<file path="src/rtl/inta_sequencer.sv">
// rtl/inta_sequencer.sv - two-pulse 8259 interrupt acknowledge engine with vector handoff
// Synchronizes INT, runs the INTA pulse train, captures the vector and offers it to the core.
module inta_sequencer #(
    parameter int PULSE_W = 2,
    parameter int GAP_W   = 2,
    parameter int CNT_W   = 4
) (
    input  logic       clk,
    input  logic       rst_n,
    input  logic       int_i,
    input  logic       ie,
    input  logic [7:0] d_i,
    output logic       inta_n,
    output logic [7:0] vec_o,
    output logic       vec_valid,
    input  logic       vec_ready,
    output logic       busy
);

    typedef enum logic [2:0] {
        S_IDLE,
        S_P1,
        S_GAP,
        S_P2,
        S_HOLD,
        S_RECOVER
    } state_t;

    localparam logic [CNT_W-1:0] LP_PULSE = CNT_W'(PULSE_W);
    localparam logic [CNT_W-1:0] LP_GAP   = CNT_W'(GAP_W);
    localparam logic [CNT_W-1:0] LP_ONE   = CNT_W'(1);

    state_t           r_state;
    state_t           w_next_state;
    logic [CNT_W-1:0] r_cnt;
    logic [CNT_W-1:0] w_next_cnt;
    logic [1:0]       r_sync;
    logic             r_inta_n;
    logic [7:0]       r_vec;
    logic             r_vec_valid;
    logic             w_int_s;
    logic             w_last;
    logic             w_capture;
    logic             w_consume;

    assign w_int_s = r_sync[1];
    assign w_last  = (r_cnt == LP_ONE);

    always_comb begin
        w_next_state = r_state;
        w_next_cnt   = r_cnt;
        w_capture    = 1'b0;
        w_consume    = 1'b0;
        case (r_state)
            S_IDLE: begin
                if (w_int_s && ie) begin
                    w_next_state = S_P1;
                    w_next_cnt   = LP_PULSE;
                end
            end
            S_P1: begin
                if (w_last) begin
                    w_next_state = S_GAP;
                    w_next_cnt   = LP_GAP;
                end else begin
                    w_next_cnt = r_cnt - LP_ONE;
                end
            end
            S_GAP: begin
                if (w_last) begin
                    w_next_state = S_P2;
                    w_next_cnt   = LP_PULSE;
                end else begin
                    w_next_cnt = r_cnt - LP_ONE;
                end
            end
            S_P2: begin
                // The PIC holds the vector on the bus until the end of the second pulse.
                if (w_last) begin
                    w_next_state = S_HOLD;
                    w_next_cnt   = '0;
                    w_capture    = 1'b1;
                end else begin
                    w_next_cnt = r_cnt - LP_ONE;
                end
            end
            S_HOLD: begin
                if (r_vec_valid && vec_ready) begin
                    w_next_state = S_RECOVER;
                    w_next_cnt   = LP_GAP;
                    w_consume    = 1'b1;
                end
            end
            S_RECOVER: begin
                // Lets the synchronizer flush the serviced request before IDLE looks at it.
                if (w_last) begin
                    w_next_state = S_IDLE;
                    w_next_cnt   = '0;
                end else begin
                    w_next_cnt = r_cnt - LP_ONE;
                end
            end
            default: begin
                w_next_state = S_IDLE;
                w_next_cnt   = '0;
            end
        endcase
    end

    always_ff @(posedge clk or negedge rst_n) begin
        if (!rst_n) begin
            r_state     <= S_IDLE;
            r_cnt       <= '0;
            r_sync      <= 2'b00;
            r_inta_n    <= 1'b1;
            r_vec       <= 8'h00;
            r_vec_valid <= 1'b0;
        end else begin
            r_sync   <= {r_sync[0], int_i};
            r_state  <= w_next_state;
            r_cnt    <= w_next_cnt;
            r_inta_n <= !((w_next_state == S_P1) || (w_next_state == S_P2));
            if (w_capture) begin
                r_vec       <= d_i;
                r_vec_valid <= 1'b1;
            end else if (w_consume) begin
                r_vec_valid <= 1'b0;
            end
        end
    end

    assign inta_n    = r_inta_n;
    assign vec_o     = r_vec;
    assign vec_valid = r_vec_valid;
    assign busy      = (r_state != S_IDLE);

endmodule

</file>
<file path="config.mk">
export PLATFORM = sky130hd
export DESIGN_NAME = inta_sequencer
export DESIGN_NICKNAME = d
export VERILOG_FILES = /design/src/rtl/inta_sequencer.sv
export SDC_FILE = /design/constraint.sdc
export NUM_CORES = 1
export LEC_CHECK = 0
export ABC_AREA = 1
export CAP_MARGIN = 20
export CORE_ASPECT_RATIO = 0.9
export CORE_UTILIZATION = 40
export CTS_CLUSTER_SIZE = 24
export DETAILED_ROUTE_END_ITERATION = 12
export GPL_ROUTABILITY_DRIVEN = 0
export MAX_ROUTING_LAYER = met4
export PLACE_DENSITY = 0.74
export SYNTH_ARGS = -nofsm -noshare
export SYNTH_HDL_FRONTEND = slang
export SYNTH_SLANG_ARGS = --single-unit
</file>
<file path="constraint.sdc">
create_clock -name clk -period 3 [get_ports clk]
set_input_delay 0.75 -clock clk [delete_from_list [all_inputs] [get_ports clk]]
set_output_delay 0.75 -clock clk [all_outputs]
set_load 0.02 [all_outputs]
</file>
==> impl_metrics.prom, run 1 <==
# TYPE chip_impl_metric gauge
chip_impl_metric{name="timing.critical_path.fanout_max",unit=""} 11
chip_impl_metric{name="synth_largest_type_area_fraction",unit="%"} 42.6
chip_impl_metric{name="timing.final.crit_share",unit="%"} 82.0
chip_impl_metric{name="finalHoldViolCount",unit=""} 0
chip_impl_info{name="postSynth.topFlopCell",value="dfrtp_1"} 1
chip_impl_info{name="whs_endpoint",value="r_sync[1]$_DFF_PN0_"} 1
chip_impl_metric{name="fin_area",unit="mm2"} 0.00130
chip_impl_metric{name="drt-wirelength-per-cell",unit="um"} 11.8
chip_impl_metric{name="clockBufferDepth",unit=""} 2
chip_impl_metric{name="cp_data_required_time",unit="ns"} 2.25
chip_impl_metric{name="postSynthCellCount",unit=""} 127
chip_impl_metric{name="number_of_clock_buffers_inserted_by_tritoncts",unit=""} 3
chip_impl_metric{name="final.fill_count",unit=""} 232
chip_impl_metric{name="p_leak",unit="nW"} 0.662
chip_impl_metric{name="grt_overflow_total",unit=""} 0
chip_impl_metric{name="finalSetupTns",unit="ns"} 0
chip_impl_metric{name="clkTransAtPathRegs",unit="ns"} 0.11
chip_impl_metric{name="grt_usage",unit="%"} 17.1
chip_impl_info{name="reg_to_reg_critical_path_endpoint",value="vec_o[5]$_DFFE_PN0P_"} 1
chip_impl_metric{name="core_area",unit="mm2"} 0.00249
chip_impl_metric{name="power_density",unit="mW/mm2"} 1060
chip_impl_metric{name="groute.layer.met2.usage",unit="%"} 28.0
chip_impl_metric{name="io_buffer_count",unit=""} 23
chip_impl_info{name="status",value="finished clean"} 1
chip_impl_metric{name="post_synth_instance_area",unit="mm2"} 0.00106
chip_impl_metric{name="syn-mean-instance-area",unit="um2"} 8.33
chip_impl_metric{name="die_w",unit="um"} 56.2
chip_impl_metric{name="die-area",unit="mm2"} 0.00286
chip_impl_info{name="synth.largest_area_cell",value="dfrtp_1"} 1
chip_impl_info{name="grt_setup_unrepaired",value="false"} 1
chip_impl_metric{name="use_met1",unit="%"} 20.5
chip_impl_info{name="synth_top_cells_by_count",value="nand2_1, dfrtp_1, nand3_1"} 1
chip_impl_metric{name="via_per_inst",unit=""} 5.14
chip_impl_metric{name="period_minus_slack",unit="ns"} 2.46
chip_impl_metric{name="reg2reg_setup_slack",unit="ns"} 1.54
chip_impl_metric{name="worstSkewPairLatency",unit="ns"} 0.30
chip_impl_metric{name="peakVddDrop",unit="uV"} 570
chip_impl_metric{name="placed_area",unit="mm2"} 0.00128
chip_impl_info{name="synth_area_leaders",value="dfrtp_1, nand2_1, nand3_1, inv_1, nor2_8"} 1
chip_impl_metric{name="detail-route-antenna-nets",unit=""} 0
chip_impl_metric{name="die_h",unit="um"} 50.8
chip_impl_metric{name="io-pin-count",unit=""} 24
chip_impl_metric{name="floorplan.rows",unit=""} 17
chip_impl_metric{name="dr.pass1.iters",unit=""} 4
chip_impl_metric{name="clock-sinks",unit=""} 19
chip_impl_info{name="synthMostInstantiatedCell",value="nand2_1"} 1
chip_impl_info{name="tritoncts_clock_tree",value="built"} 1
chip_impl_metric{name="drv_slew",unit=""} 0
chip_impl_metric{name="multi_input_area",unit="um2"} 485
chip_impl_metric{name="grt_pass1_wl",unit="um"} 3600
chip_impl_metric{name="post-dp-hpwl",unit="um"} 1580
chip_impl_metric{name="grt_pass1_vias",unit=""} 859
chip_impl_metric{name="clock.fmax",unit="MHz"} 407
chip_impl_metric{name="hold-path-cell-count",unit=""} 0
chip_impl_metric{name="holdBufCountCts",unit=""} 0
chip_impl_metric{name="critPathArrivalTime",unit="ns"} 1.71
chip_impl_metric{name="cts_htree_levels",unit=""} 1
chip_impl_metric{name="antenna_cells_inserted",unit=""} 0
chip_impl_metric{name="finalNetCount",unit=""} 166
chip_impl_metric{name="grt.met3_usage",unit="%"} 3.87
chip_impl_metric{name="drive_above_1_share",unit="%"} 10.7
chip_impl_metric{name="ys_seq_area_share",unit="%"} 45.0
chip_impl_metric{name="area.sequential",unit="um2"} 477
chip_impl_metric{name="timing.final.setup_violations",unit=""} 0
chip_impl_metric{name="floorplan.initialDensity",unit="%"} 42.5
chip_impl_metric{name="area_growth_syn_to_layout",unit="%"} 23.0
chip_impl_info{name="origin_of_the_worst_min_delay_path",value="r_sync[0]$_DFF_PN0_"} 1
chip_impl_metric{name="synth.distinct_cells",unit=""} 19
chip_impl_metric{name="number_of_synthesized_flops_with_an_enable_pin",unit=""} 0
chip_impl_metric{name="reg2reg_depth",unit=""} 7
chip_impl_info{name="regToRegStartpoint",value="r_cnt[1]$_DFFE_PN0P_"} 1
chip_impl_metric{name="skew",unit="ns"} 0.00561
chip_impl_info{name="crit_type",value="register to output pin"} 1
chip_impl_metric{name="maximum_number_of_pins_on_one_net_before_global_route_repair",unit=""} 20
chip_impl_metric{name="ctsResizeCount",unit=""} 0
chip_impl_info{name="timing.hold.worst.class",value="register to register"} 1
chip_impl_metric{name="via_count",unit=""} 915
chip_impl_metric{name="max_cap_violations",unit=""} 0
chip_impl_metric{name="grt_antenna_before_repair",unit=""} 0
chip_impl_metric{name="slew-limit-headroom",unit="%"} 43.6
chip_impl_metric{name="drc",unit=""} 0
chip_impl_info{name="grt.busiest_layer",value="met2"} 1
chip_impl_metric{name="yosysWarnings",unit=""} 0
chip_impl_metric{name="ys_async_sr_fraction",unit="%"} 100
chip_impl_metric{name="postCtsSetupBuffers",unit=""} 0
chip_impl_metric{name="timing.hold.ws",unit="ns"} 0.361
chip_impl_metric{name="synthesis.nets",unit=""} 142
chip_impl_info{name="cts.root.buffer_cell",value="clkbuf_4"} 1
chip_impl_metric{name="detail_route.iter0.violations",unit=""} 17
chip_impl_metric{name="drt-total-wl",unit="um"} 2090
chip_impl_metric{name="max_slew.worst_pin.slew",unit="ns"} 0.843
chip_impl_info{name="critPathCaptureType",value="output pin"} 1
chip_impl_info{name="crit_path_start_kind",value="register"} 1
chip_impl_metric{name="totalPowerFinal",unit="W"} 0.00139
chip_impl_metric{name="number_of_register_bits_inferred_by_synthesis",unit=""} 19
## layout by cell type (no fill, tap or decap), types with 3 or more instances in the layout
cell type,Yosys,final
clkdlybuf4s50_1,0,23
inv_1,12,12
nand2_4,3,3
dfrtp_1,18,18
nand3_2,3,3
nand4_1,5,5
nor2_1,4,4
nand3_1,16,16
clkbuf_4,0,3
nand2_1,47,47
## cell type report
cell class,instances,share of cell area [%]
Multi-Input combinational cell,91,37.3
Sequential cell,19,36.6
Timing Repair Buffer,23,17.7
Inverter,13,3.75
Tap cell,28,2.69
Clock buffer,4,2.02
## metal layers
metal | vias to the layer above | wire length (um)
met4 | 0 | 30
met1 | 426 | 936
met2 | 36 | 985
li1 | 450 | -
met5 | - | 0
met3 | 3 | 141
## state kept, by name (all words and copies together), names as in the netlist
name	cells
vec_valid	1
vec_o	8
inta_n	1
r_cnt	4
r_state	3
r_sync	2
## cells by family (layout without fill, tap and decap cells)
logic type      count (synthesis)  in the layout  synth area share (%)
compound gates                  4              4                  1.89
simple gates                   85             85                  41.6
buf+inv                        17             40                  9.10
flops                          19             19                  45.0
fa+ha+maj                       2              2                  2.36
## worst max-delay path, cell delays in order, from the launching register on
cell	delay (ns)
dfrtp_1	0.65
nor3_1	0.10
inv_1	0.07
clkdlybuf4s50_1	0.59
## through the flow
stage,utilization (%),instances,setup slack (ns)
detailed placement,51.3,174,0.883
CTS,52.3,178,0.524
floorplan,-,127,1.44
finish,52.3,178,0.541
global route,52.3,178,0.456
global placement,51.3,174,0.911
## how the worst max path moves through the flow
stage / from / end / slack, ns
finish: r_state[2]$_DFF_PN0_ / busy / 0.54
floorplan: r_state[2]$_DFF_PN0_ / busy / 1.44
CTS: r_state[2]$_DFF_PN0_ / busy / 0.52
detailed placement: r_state[2]$_DFF_PN0_ / busy / 0.88
global route: r_state[2]$_DFF_PN0_ / busy / 0.46
global placement: r_state[2]$_DFF_PN0_ / busy / 0.91
## where the power goes
part / internal (W) / leakage [nW] / switching (W)
registers: 0.000374 / 0.228 / 0.000137
logic: 0.000314 / 0.419 / 0.000430
clock network: 0.0000519 / 0.0150 / 0.0000797
total: 0.000739 / 0.662 / 0.000646
No activity file was read; power rests on OpenSTA's default activity.
==> inputs of run 2 (changes only) <==
clock period = 2.4 ns   (was 3 ns; I/O delays follow)
==> impl_metrics.prom, run 2 (synthesis gave the netlist of run 1 again) <==
# TYPE chip_impl_metric gauge
chip_impl_info{name="status",value="finished clean"} 1
chip_impl_metric{name="p_sw_share",unit="%"} 46.3
chip_impl_metric{name="grt_overflow_total",unit=""} 0
chip_impl_metric{name="finalHoldViolCount",unit=""} 0
chip_impl_metric{name="post-dp-hpwl",unit="um"} 1730
chip_impl_metric{name="io_buffer_count",unit=""} 23
chip_impl_metric{name="ctsResizeCount",unit=""} 0
chip_impl_metric{name="finalNetCount",unit=""} 170
chip_impl_info{name="critPathCaptureType",value="output pin"} 1
chip_impl_metric{name="clkPwrFrac",unit="%"} 9.0
chip_impl_metric{name="grt_usage",unit="%"} 18.3
chip_impl_metric{name="total_switching_power",unit="W"} 0.000821
chip_impl_info{name="worstSetupEndpoint",value="busy"} 1
chip_impl_info{name="grt_setup_unrepaired",value="false"} 1
chip_impl_metric{name="totalPowerFinal",unit="W"} 0.00177
chip_impl_metric{name="internal_power",unit="W"} 0.000952
chip_impl_metric{name="worstSkewPairLatency",unit="ns"} 0.30
chip_impl_metric{name="peakVddDrop",unit="uV"} 747
chip_impl_metric{name="number_of_clock_buffers_inserted_by_tritoncts",unit=""} 3
chip_impl_metric{name="detail-route-antenna-nets",unit=""} 0
chip_impl_metric{name="pwr-share-seq",unit="%"} 31.8
chip_impl_metric{name="timing.hold.ws",unit="ns"} 0.379
chip_impl_metric{name="grt_antenna_before_repair",unit=""} 0
chip_impl_info{name="tritoncts_clock_tree",value="built"} 1
chip_impl_metric{name="max_cap_violations",unit=""} 0
chip_impl_metric{name="die_w",unit="um"} 56.2
chip_impl_metric{name="drt-wirelength-per-cell",unit="um"} 12.2
chip_impl_metric{name="grt_pass1_vias",unit=""} 922
chip_impl_metric{name="area.sequential",unit="um2"} 477
chip_impl_metric{name="dr.pass1.iters",unit=""} 4
chip_impl_metric{name="fin_area",unit="mm2"} 0.00133
chip_impl_metric{name="drt-total-wl",unit="um"} 2210
chip_impl_metric{name="die_h",unit="um"} 50.8
chip_impl_metric{name="path_buf_inv",unit=""} 2
chip_impl_metric{name="placed_area",unit="mm2"} 0.00131
chip_impl_info{name="crit_path_start_kind",value="register"} 1
chip_impl_info{name="cp_cell_sequence",value="nor3_1 -> inv_1 -> clkdlybuf4s50_1"} 1
chip_impl_metric{name="clock-sinks",unit=""} 19
chip_impl_info{name="crit_type",value="register to output pin"} 1
chip_impl_metric{name="antenna_cells_inserted",unit=""} 0
chip_impl_info{name="cts.root.buffer_cell",value="clkbuf_4"} 1
chip_impl_metric{name="cp_data_required_time",unit="ns"} 1.80
chip_impl_metric{name="timing.critical_path.slowest_cell_delay",unit="ns"} 0.53
chip_impl_metric{name="timing.final.setup_violations",unit=""} 0
chip_impl_metric{name="io-pin-count",unit=""} 24
chip_impl_info{name="worst_path_max_delay_cell",value="clkdlybuf4s50_1"} 1
chip_impl_metric{name="timing.critical_path.fanout_max",unit=""} 2
chip_impl_metric{name="worstSetupPathDepth",unit=""} 3
chip_impl_metric{name="finalSetupTns",unit="ns"} 0
chip_impl_metric{name="clock.fmax",unit="MHz"} 490
chip_impl_metric{name="core_area",unit="mm2"} 0.00249
chip_impl_metric{name="timing.final.crit_share",unit="%"} 85.0
chip_impl_metric{name="reg2reg_setup_slack",unit="ns"} 0.92
chip_impl_metric{name="largest_register_ff_count",unit=""} 8
chip_impl_metric{name="via_per_inst",unit=""} 5.09
chip_impl_info{name="reg_to_reg_critical_path_endpoint",value="vec_o[5]$_DFFE_PN0P_"} 1
chip_impl_metric{name="final.fill_count",unit=""} 235
chip_impl_metric{name="slew-limit-headroom",unit="%"} 68.7
chip_impl_metric{name="multi_input_area",unit="um2"} 485
chip_impl_info{name="timing.hold.worst.class",value="register to register"} 1
chip_impl_metric{name="floorplan.rows",unit=""} 17
chip_impl_metric{name="drv_slew",unit=""} 0
chip_impl_metric{name="pwr-share-comb",unit="%"} 59.2
chip_impl_metric{name="critPathArrivalTime",unit="ns"} 1.44
chip_impl_metric{name="skew",unit="ns"} 0.00570
chip_impl_info{name="startpoint",value="r_state[2]$_DFF_PN0_"} 1
chip_impl_metric{name="clockBufferDepth",unit=""} 2
chip_impl_metric{name="area_growth_syn_to_layout",unit="%"} 26.0
chip_impl_metric{name="via_count",unit=""} 926
chip_impl_info{name="regToRegStartpoint",value="r_cnt[1]$_DFFE_PN0P_"} 1
chip_impl_metric{name="grt_pass1_wl",unit="um"} 3880
chip_impl_metric{name="maximum_number_of_pins_on_one_net_before_global_route_repair",unit=""} 13
chip_impl_metric{name="detail_route.iter0.violations",unit=""} 15
chip_impl_metric{name="die-area",unit="mm2"} 0.00286
chip_impl_metric{name="power_density",unit="mW/mm2"} 1330
chip_impl_metric{name="clkTransAtPathRegs",unit="ns"} 0.11
chip_impl_metric{name="period_minus_slack",unit="ns"} 2.04
chip_impl_info{name="most_frequent_standard_cell_in_the_layout_excluding_fill_and_tap_cells",value="nand2_1"} 1
chip_impl_metric{name="max_slew.worst_pin.slew",unit="ns"} 0.468
chip_impl_info{name="layout_common_cells",value="nand2_1, clkdlybuf4s50_1, dfrtp_1"} 1
chip_impl_metric{name="reg2reg_depth",unit=""} 7
chip_impl_metric{name="cts_htree_levels",unit=""} 1
chip_impl_info{name="crit_family",value="buffers and inverters"} 1
chip_impl_metric{name="p_leak",unit="nW"} 0.685
chip_impl_metric{name="drive_above_1_share",unit="%"} 13.6
chip_impl_metric{name="floorplan.initialDensity",unit="%"} 42.5
chip_impl_metric{name="holdBufCountCts",unit=""} 0
chip_impl_metric{name="postCtsSetupBuffers",unit=""} 0
chip_impl_metric{name="drc",unit=""} 0
[run 2: cell types whose count changed in the layout (fill, tap and decap cells not counted), sizes merged]
cell    delta
buf        +4
clkbuf     -1
clkinv     +1
[run 2: metal layers]
metal	vias to the layer above	GRT usage (%)	share of wire, %
met5	-	-	0
met4	0	7.32	1.3
met3	4	3.61	4.0
met2	24	31.3	51
met1	441	21.2	44
li1	457	-	-
[run 2: how the worst min path moves through the flow]
| stage | start | to | slack [ns] | depth (start not counted) |
|---|---|---|---|---|
| final | r_sync[0]$_DFF_PN0_ | r_sync[1]$_DFF_PN0_ | 0.38 | 0 |
| after global routing | r_sync[0]$_DFF_PN0_ | r_sync[1]$_DFF_PN0_ | 0.41 | 0 |
| after CTS | r_sync[0]$_DFF_PN0_ | r_sync[1]$_DFF_PN0_ | 0.38 | 0 |
| after detailed placement | r_sync[0]$_DFF_PN0_ | r_sync[1]$_DFF_PN0_ | 0.35 | 0 |
| after global placement | r_sync[0]$_DFF_PN0_ | r_sync[1]$_DFF_PN0_ | 0.33 | 0 |
| after floorplan | rst_n | r_cnt[0]$_DFFE_PN0P_ | 0.30 | 0 |
[run 2: power by group through the flow]
stage / clock network, W / registers, W / logic (W)
floorplan: 0 / 0.000660 / 0.000638
global placement: 0 / 0.000557 / 0.00102
detailed placement: 0 / 0.000570 / 0.00105
CTS: 0.000171 / 0.000563 / 0.00106
global route: 0.000182 / 0.000577 / 0.00116
finish: 0.000160 / 0.000563 / 0.00105
[run 2: cell type report]
cell class / instances / share of cell area (%)
timing repair buffer: 27 / 19.5
multi-input combinational: 91 / 36.4
clock buffer: 3 / 1.69
inverter: 13 / 3.66
tap: 28 / 2.63
clock inverter: 1 / 0.375
sequential: 19 / 35.7
[run 2: worst reg2reg max path: stages (launching register included)]
cell and delay, ns:
dfrtp_1 0.42, inv_1 0.10, ha_1 0.24, nand2_4 0.07
nor2_4 0.27, nand2_4 0.16, nand2_1 0.09, nand2_1 0.05
[run 2: stage by stage]
| stage | setup WS (ns) | util [%] | instances |
|---|---|---|---|
| 2_1_floorplan | 0.993 | - | 127 |
| 3_3_place_gp | 0.695 | 52.5 | 178 |
| 3_5_place_dp | 0.677 | 52.5 | 178 |
| 4_1_cts | 0.333 | 53.6 | 182 |
| 5_1_grt | 0.295 | 53.6 | 182 |
| 6_report | 0.361 | 53.6 | 182 |
==> inputs of run 3 (changes only) <==
clock period = 1.93 ns   (was 2.4 ns; I/O delays follow)
==> impl_metrics.prom, run 3 (synthesis gave the netlist of run 1 again) <==
# TYPE chip_impl_metric gauge
chip_impl_info{name="grt_setup_unrepaired",value="false"} 1
chip_impl_metric{name="detail_route.iter0.violations",unit=""} 18
chip_impl_info{name="layout_common_cells",value="nand2_1, clkdlybuf4s50_1, dfrtp_1"} 1
chip_impl_info{name="timing.hold.worst.class",value="register to register"} 1
chip_impl_metric{name="drc",unit=""} 0
chip_impl_metric{name="io_buffer_count",unit=""} 23
chip_impl_metric{name="holdBufCountCts",unit=""} 0
chip_impl_metric{name="cp_data_required_time",unit="ns"} 1.45
chip_impl_metric{name="drt-wirelength-per-cell",unit="um"} 11.4
chip_impl_metric{name="dr.pass1.iters",unit=""} 4
chip_impl_metric{name="via_per_inst",unit=""} 4.95
chip_impl_metric{name="grt_overflow_total",unit=""} 0
chip_impl_metric{name="dr_wl_met3",unit="um"} 138
chip_impl_metric{name="postCtsSetupBuffers",unit=""} 0
chip_impl_metric{name="cts_htree_levels",unit=""} 1
chip_impl_metric{name="slew-limit-headroom",unit="%"} 78.5
chip_impl_metric{name="skew",unit="ns"} 0.0106
chip_impl_metric{name="power_density",unit="mW/mm2"} 1630
chip_impl_metric{name="drv_slew",unit=""} 0
chip_impl_metric{name="detail-route-antenna-nets",unit=""} 0
chip_impl_info{name="critPathCaptureType",value="output pin"} 1
chip_impl_info{name="cts.root.buffer_cell",value="clkbuf_4"} 1
chip_impl_metric{name="floorplan.initialDensity",unit="%"} 42.5
chip_impl_info{name="crit_family",value="buffers and inverters"} 1
chip_impl_metric{name="max_slew.worst_pin.slew",unit="ns"} 0.322
chip_impl_metric{name="area_growth_syn_to_layout",unit="%"} 26.1
chip_impl_metric{name="worstSkewPairLatency",unit="ns"} 0.30
chip_impl_info{name="status",value="finished clean"} 1
chip_impl_metric{name="drive_above_1_share",unit="%"} 13.6
chip_impl_metric{name="maximum_number_of_pins_on_one_net_before_global_route_repair",unit=""} 20
chip_impl_info{name="tritoncts_clock_tree",value="built"} 1
chip_impl_metric{name="grt_pass1_vias",unit=""} 887
chip_impl_metric{name="core_area",unit="mm2"} 0.00249
chip_impl_metric{name="period_minus_slack",unit="ns"} 1.81
chip_impl_info{name="most_frequent_standard_cell_in_the_layout_excluding_fill_and_tap_cells",value="nand2_1"} 1
chip_impl_info{name="crit_type",value="register to output pin"} 1
chip_impl_info{name="worst_path_max_delay_cell",value="clkdlybuf4s50_1"} 1
chip_impl_metric{name="clkTransAtPathRegs",unit="ns"} 0.11
chip_impl_metric{name="drt-total-wl",unit="um"} 2070
chip_impl_metric{name="peakVddDrop",unit="uV"} 998
chip_impl_info{name="crit_path_start_kind",value="register"} 1
chip_impl_metric{name="die_h",unit="um"} 50.8
chip_impl_metric{name="die_w",unit="um"} 56.2
chip_impl_metric{name="dp_cells",unit=""} 178
chip_impl_metric{name="grt_usage",unit="%"} 16.7
chip_impl_metric{name="final_cells",unit=""} 182
chip_impl_metric{name="routed-wl-met2",unit="um"} 1020
chip_impl_metric{name="clock-sinks",unit=""} 19
chip_impl_metric{name="max_cap_violations",unit=""} 0
chip_impl_metric{name="p_leak",unit="nW"} 0.690
chip_impl_metric{name="via_count",unit=""} 900
chip_impl_metric{name="grt_pass1_wl",unit="um"} 3570
chip_impl_metric{name="die-area",unit="mm2"} 0.00286
chip_impl_metric{name="wl_met1",unit="um"} 881
chip_impl_metric{name="largest_register_ff_count",unit=""} 8
chip_impl_metric{name="grt_antenna_before_repair",unit=""} 0
chip_impl_metric{name="timing.critical_path.slowest_cell_delay",unit="ns"} 0.62
chip_impl_metric{name="number_of_clock_buffers_inserted_by_tritoncts",unit=""} 3
chip_impl_metric{name="path_buf_inv",unit=""} 1
chip_impl_metric{name="finalHoldViolCount",unit=""} 0
chip_impl_metric{name="finalNetCount",unit=""} 170
chip_impl_info{name="cp_cell_sequence",value="clkdlybuf4s50_1"} 1
chip_impl_metric{name="floorplan.rows",unit=""} 17
chip_impl_metric{name="post-dp-hpwl",unit="um"} 1580
chip_impl_metric{name="timing.final.setup_violations",unit=""} 0
chip_impl_metric{name="critPathArrivalTime",unit="ns"} 1.33
chip_impl_metric{name="clock.fmax",unit="MHz"} 553
chip_impl_info{name="highest_layer",value="met4"} 1
chip_impl_metric{name="clockBufferDepth",unit=""} 2
chip_impl_metric{name="finalSetupTns",unit="ns"} 0
chip_impl_metric{name="timing.final.crit_share",unit="%"} 93.7
chip_impl_metric{name="antenna_cells_inserted",unit=""} 0
chip_impl_metric{name="timing.critical_path.fanout_max",unit=""} 4
chip_impl_metric{name="io-pin-count",unit=""} 24
==> run 3: cell count changes in the layout (fill, tap and decap cells not counted) <==
cell	previous run	this run
clkdlybuf4s50_1	23	21
dlygate4sd2_1	0	1
dlymetal6s2s_1	0	1
==> run 3: final cells by class <==
class | instances | area (um2)
Inverter | 13 | 48.8
Timing Repair Buffer | 27 | 262
Sequential cell | 19 | 477
Fill cell | 234 | 1150
Clock buffer | 3 | 22.5
Tap cell | 28 | 35.0
Multi-Input combinational cell | 91 | 485
Clock inverter | 1 | 5.00
==> run 3: worst paths after layout <==
check,startpoint,to,slack [ns],depth (start not counted)
max,vec_valid$_DFFE_PN0P_,vec_valid,0.12,1
min,r_sync[0]$_DFF_PN0_,r_sync[1]$_DFF_PN0_,0.36,0
max reg2reg,r_cnt[1]$_DFFE_PN0P_,vec_o[3]$_DFFE_PN0P_,0.51,7
min reg2reg,r_sync[0]$_DFF_PN0_,r_sync[1]$_DFF_PN0_,0.36,0
max in group asynchronous,rst_n,inta_n$_DFF_PN1_,1.17,2
min in group asynchronous,rst_n,r_cnt[2]$_DFFE_PN0P_,0.51,2
==> run 3: timing repair <==
item	in CTS	in global routing
pin swaps	0	0
resized for setup	1	1
endpoints found under the setup margin	1	1
==> run 3: where the power goes <==
part	total, W	switching (W)	internal (W)
Combinational	0.00129	0.000775	0.000512
Clock	0.000199	0.000122	0.0000770
Sequential	0.000692	0.000111	0.000582
==> run 3: metal layers <==
| metal | vias up | GRT usage [%] |
|---|---|---|
| li1 | 456 | - |
| met5 | - | - |
| met1 | 411 | 18.8 |
| met4 | 0 | 4.88 |
| met2 | 29 | 29.6 |
| met3 | 4 | 4.38 |
==> run 3: per-stage QoR <==
| step | cell area [um2] | util, % | power [W] | worst slack, ns | hold slack, ns |
|---|---|---|---|---|---|
| after global routing | 1340 | 53.6 | 0.00237 | 0.0776 | 0.383 |
| after floorplan | 1060 | - | 0.00161 | 0.640 | 0.187 |
| final | 1340 | 53.6 | 0.00218 | 0.122 | 0.362 |
| after CTS | 1330 | 53.5 | 0.00220 | 0.0228 | 0.366 |
| after global placement | 1310 | 52.5 | 0.00196 | 0.341 | 0.333 |
| after detailed placement | 1310 | 52.5 | 0.00200 | 0.318 | 0.338 |
